--- src/rtl/program_loader.sv ---
// Program loader: assembles big-endian 32-bit words from a UART byte stream
// and writes them into instruction memory at incrementing byte addresses.
// Loading ends after the halt word is written or the memory is full;
// o_done then stays high until reset.
//
// state | meaning
// IDLE  | waiting for i_enable; received bytes are ignored
// LOAD  | assembling bytes into words and issuing write strobes
// DONE  | load finished; absorbing until reset
module program_loader #(
    parameter int          MEM_DEPTH = 64,
    parameter logic [31:0] HALT_WORD = 32'hFFFFFFFF
) (
    input  logic        i_clk,
    input  logic        i_reset,
    input  logic        i_enable,
    input  logic [7:0]  i_rx_data,
    input  logic        i_rx_done,
    output logic        o_write,
    output logic [31:0] o_address,
    output logic [31:0] o_instruction,
    output logic [31:0] o_word_count,
    output logic        o_busy,
    output logic        o_done
);

    typedef enum logic [1:0] {
        IDLE = 2'd0,
        LOAD = 2'd1,
        DONE = 2'd2
    } state_t;

    localparam logic [31:0] LAST_IDX = 32'(MEM_DEPTH - 1);

    state_t      state_q, state_d;
    logic [1:0]  byte_cnt_q, byte_cnt_d;
    logic [23:0] asm_q, asm_d;
    logic [31:0] instr_q, instr_d;
    logic        write_q, write_d;
    logic [31:0] addr_q, addr_d;
    logic [31:0] count_q, count_d;
    logic        busy_q, busy_d;
    logic        done_q, done_d;
    logic        end_load;

    // Next-state logic: byte assembly, write strobe generation and end-of-load detection.
    always_comb begin
        state_d    = state_q;
        byte_cnt_d = byte_cnt_q;
        asm_d      = asm_q;
        instr_d    = instr_q;
        write_d    = 1'b0;
        addr_d     = addr_q;
        count_d    = count_q;
        end_load   = 1'b0;

        case (state_q)
            IDLE: begin
                if (i_enable) begin
                    state_d = LOAD;
                end
            end
            LOAD: begin
                // The write cycle ends here; the word in flight decides whether loading stops.
                if (write_q) begin
                    addr_d  = addr_q + 32'd4;
                    count_d = count_q + 32'd1;
                    if ((instr_q == HALT_WORD) || (count_q == LAST_IDX)) begin
                        state_d  = DONE;
                        end_load = 1'b1;
                    end
                end
                // A byte arriving during a terminating write is dropped; otherwise it starts the next word.
                if (i_rx_done && !end_load) begin
                    if (byte_cnt_q == 2'd3) begin
                        instr_d = {asm_q, i_rx_data};
                        write_d = 1'b1;
                    end else begin
                        asm_d = {asm_q[15:0], i_rx_data};
                    end
                    byte_cnt_d = byte_cnt_q + 2'd1;
                end
            end
            default: begin
                state_d = DONE;
            end
        endcase

        busy_d = (state_d == LOAD);
        done_d = (state_d == DONE);
    end

    // State and output registers with asynchronous reset clearing any partial word.
    always_ff @(posedge i_clk or posedge i_reset) begin
        if (i_reset) begin
            state_q    <= IDLE;
            byte_cnt_q <= 2'd0;
            asm_q      <= 24'd0;
            instr_q    <= 32'd0;
            write_q    <= 1'b0;
            addr_q     <= 32'd0;
            count_q    <= 32'd0;
            busy_q     <= 1'b0;
            done_q     <= 1'b0;
        end else begin
            state_q    <= state_d;
            byte_cnt_q <= byte_cnt_d;
            asm_q      <= asm_d;
            instr_q    <= instr_d;
            write_q    <= write_d;
            addr_q     <= addr_d;
            count_q    <= count_d;
            busy_q     <= busy_d;
            done_q     <= done_d;
        end
    end

    assign o_write       = write_q;
    assign o_address     = addr_q;
    assign o_instruction = instr_q;
    assign o_word_count  = count_q;
    assign o_busy        = busy_q;
    assign o_done        = done_q;

endmodule

--- config.mk ---
export PLATFORM = sky130hd
export DESIGN_NAME = program_loader
export DESIGN_NICKNAME = d
export VERILOG_FILES = /design/src/rtl/program_loader.sv
export SDC_FILE = /design/constraint.sdc
export NUM_CORES = 1
export LEC_CHECK = 0
export BUFFER_PORTS_ARGS = -buffer_cell sky130_fd_sc_hd__buf_4
export CELL_PAD_IN_SITES_DETAIL_PLACEMENT = 2
export CELL_PAD_IN_SITES_GLOBAL_PLACEMENT = 2
export CORE_MARGIN = 2
export CORE_UTILIZATION = 33
export CTS_CLUSTER_DIAMETER = 80
export DETAILED_ROUTE_END_ITERATION = 8
export GPL_ROUTABILITY_DRIVEN = 0
export PLACE_DENSITY_LB_ADDON = 0.1
export SLEW_MARGIN = 10
export SYNTH_ARGS = -nofsm -noshare
export SYNTH_HDL_FRONTEND = slang
export SYNTH_SLANG_ARGS = --single-unit
export TNS_END_PERCENT = 100
--- constraint.sdc ---
create_clock -name i_clk -period 3.6 [get_ports i_clk]
set_input_delay 0.54 -clock i_clk [delete_from_list [all_inputs] [get_ports i_clk]]
set_output_delay 0.54 -clock i_clk [all_outputs]
set_load 0.005 [all_outputs]
==> results_dict.tcl <==
set metrics [dict create \
    postLayoutSetupSlackWorst_ps 981 \
    synth_cell_types 35 \
    maxSlewHeadroom_pct 59.8 \
    grt_usage_pct 17.3 \
    clock_sinks 125 \
    worstSetupPathType "flip-flop to flip-flop" \
    drv_slew 0 \
    drtAntennaViolNets 0 \
    dieArea_mm2 0.0171 \
    grt_antenna_before_repair 0 \
    htree_levels 4 \
    drc 0 \
    crit_arrival_ps 2920 \
    power_density_mw_per_mm2 772 \
    cts_made_buffers 17 \
    final_cell_mix "dfrtp_1, buf_4, mux2_2, xnor2_1, nand3_1" \
    multi_input_area_mm2 0.00207 \
    rsz0062_at_grt "false" \
    rrSetupSlack_ps 980 \
    tightest_slew_ps 601 \
    viasPerCell 4.86 \
    nFillCells 1629 \
    fin_tns_setup_ps 0 \
    clock.fmax_mhz 382 \
    cts_tree "built" \
    outcome "completed" \
    row_count 46 \
    vias 3689 \
    setup_viol 0 \
    yosysSeqAreaShare_pct 59.0 \
    wirelength_um 13500 \
    port_buffers 108 \
    seq_area_mm2 0.00313 \
    synth_cells 410 \
    syn2layout_area_growth_pct 31.7 \
    synth_top_area_share_pct 59.0 \
    cp.required_ps 3900 \
    dr.first_iter.drc_count 186 \
    fin_crit_ps 2620 \
    wl_met1_um 5950 \
    clk_pin_slew_ps 60 \
    ys_ff_latch 125 \
    timing.rr.start "o_word_count[6]" \
    finalHoldWorstSlack_ps 195 \
    antennaDiodeCount 0 \
    finalClockSkew_ps 5.52 \
    dpl_worst_slack_ps 981 \
    hold_path_class "input port to asynchronous set/reset pin" \
    drive_above_1_share_pct 37.4 \
    fin_util_pct 44.3 \
    crit_start "o_word_count[6]" \
    grt_pass1_wl_um 22200 \
    finalCritPeriodShare_pct 72.8 \
    synth_top_cell_by_area "dfrtp_1" \
    r2r_end "o_instruction[15]" \
    yosys-top-cells-area "dfrtp_1, mux2_2, xnor2_1" \
    wl_met3_um 592 \
    p_leak_nw 3.25 \
    met2WireLength_um 6730 \
    cts_resized 0 \
    root_buffer "clkbuf_16" \
    layout_commonest_cell "dfrtp_1" \
    grt_pass1_vias 4052 \
    synth_area_per_cell_um2 12.9 \
    netlist_area_mm2 0.00531 \
    nets 545 \
    post_cts_buffers 0 \
    ir_worst_vdd_mv 0.418 \
    hold_violations 0 \
    dp_hpwl_um 9400 \
    endpoint_kind "flip-flop" \
    yosys_warnings 0 \
    drt-pass1-iter-count 4 \
    cp_max_fo 33 \
    ios 111 \
    wl_per_cell_um 17.8 \
    cap_violations 0 \
    highest_layer "met4" \
    fp.dieW_um 131 \
    ff2ff_path_depth 6 \
    grt_max_degree 102 \
    grt_remaining_overflow 0 \
    cts_buffer_depth 2 \
    cts_hold_buffers 0 \
    fp.coreArea_mm2 0.0158 \
    start_util_pct 33.6 \
    clk_latency_ps 420 \
    startpoint_type "flip-flop" \
    die_y_um 131 \
]
cells in the mapped netlist (all sizes together):
cell type and number:
a211oi 2, a21o 2, a21oi 2, a31oi 2
and3 14, and3b 2, and4 6, and4b 1
buf 9, clkbuf 2, conb 1, dfrtp 125
ha 3, inv 6, mux2 59, nand2 21
nand2b 2, nand3 27, nand4 23, nor2 18
nor2b 1, nor3 5, nor4 11, o211ai 1
o21ai 1, or3 2, or4 1, xnor2 43
xor2 18
per-stage QoR:
stage / area, um2 / total power, W / cells
5_1_grt: 6990 / 0.00573 / 759
6_report: 6990 / 0.00539 / 759
3_3_place_gp: 6340 / 0.00349 / 727
3_5_place_dp: 6340 / 0.00357 / 727
2_1_floorplan: 5310 / 0.00293 / 411
4_1_cts: 6990 / 0.00549 / 759
per-layer routing:
metal | track usage, % | vias to the layer above
li1 | - | 1694
met1 | 22.3 | 1897
met2 | 28.2 | 82
met3 | 4.76 | 16
met4 | 6.20 | 0
met5 | 0 | -
area by class of cell:
| class | count | area share (%) |
|---|---|---|
| flip-flops and latches | 125 | 44.8 |
| clock inverters | 12 | 2.74 |
| well taps | 216 | 3.87 |
| repair buffers | 111 | 12.1 |
| inverters | 6 | 0.376 |
| multi-input cells | 269 | 29.6 |
| clock buffers | 20 | 6.54 |
power breakdown:
part           internal, W  switching [W]
clock network      0.00126       0.000618
logic             0.000806       0.000495
registers          0.00181       0.000402
cells by family (layout without fill, tap and decap cells):
logic type               count (synthesis)  count (layout)  share of synthesized area (%)
AND/OR/NAND/NOR                        134             134                           13.9
multiplexers                            59              59                           12.5
AO/OA/AOI/OAI                           10              10                           1.65
adder cells (fa/ha/maj)                  3               3                          0.708
flip-flops                             125             125                           59.0
buffers and inverters                   17             149                           2.12
XOR/XNOR                                61              61                           10.1
other                                    1               2                         0.0707
worst max-delay path by stage:
stage	end	cells after the start	slack, ps
after global placement	o_instruction[20]	6	1040
final	o_instruction[15]	6	980
after detailed placement	o_instruction[1]	6	980
after global routing	o_instruction[11]	6	780
after CTS	o_instruction[15]	6	970
after floorplan	o_instruction[10]	7	1480
sequential cells by signal, summed over array words and instances (netlist names):
name	cells
asm_q	24
byte_cnt_q	2
o_address	30
o_busy	1
o_done	1
o_instruction	32
o_word_count	32
o_write	1
state_q	2
critical path, stage by stage (launching register included):
cell and delay, ps:
dfrtp_1 460, nor4_1 430, nand4_1 140, or3_1 480, a21oi_4 150, buf_4 420
mux2_2 400
Power figures use the tool's default switching activity.
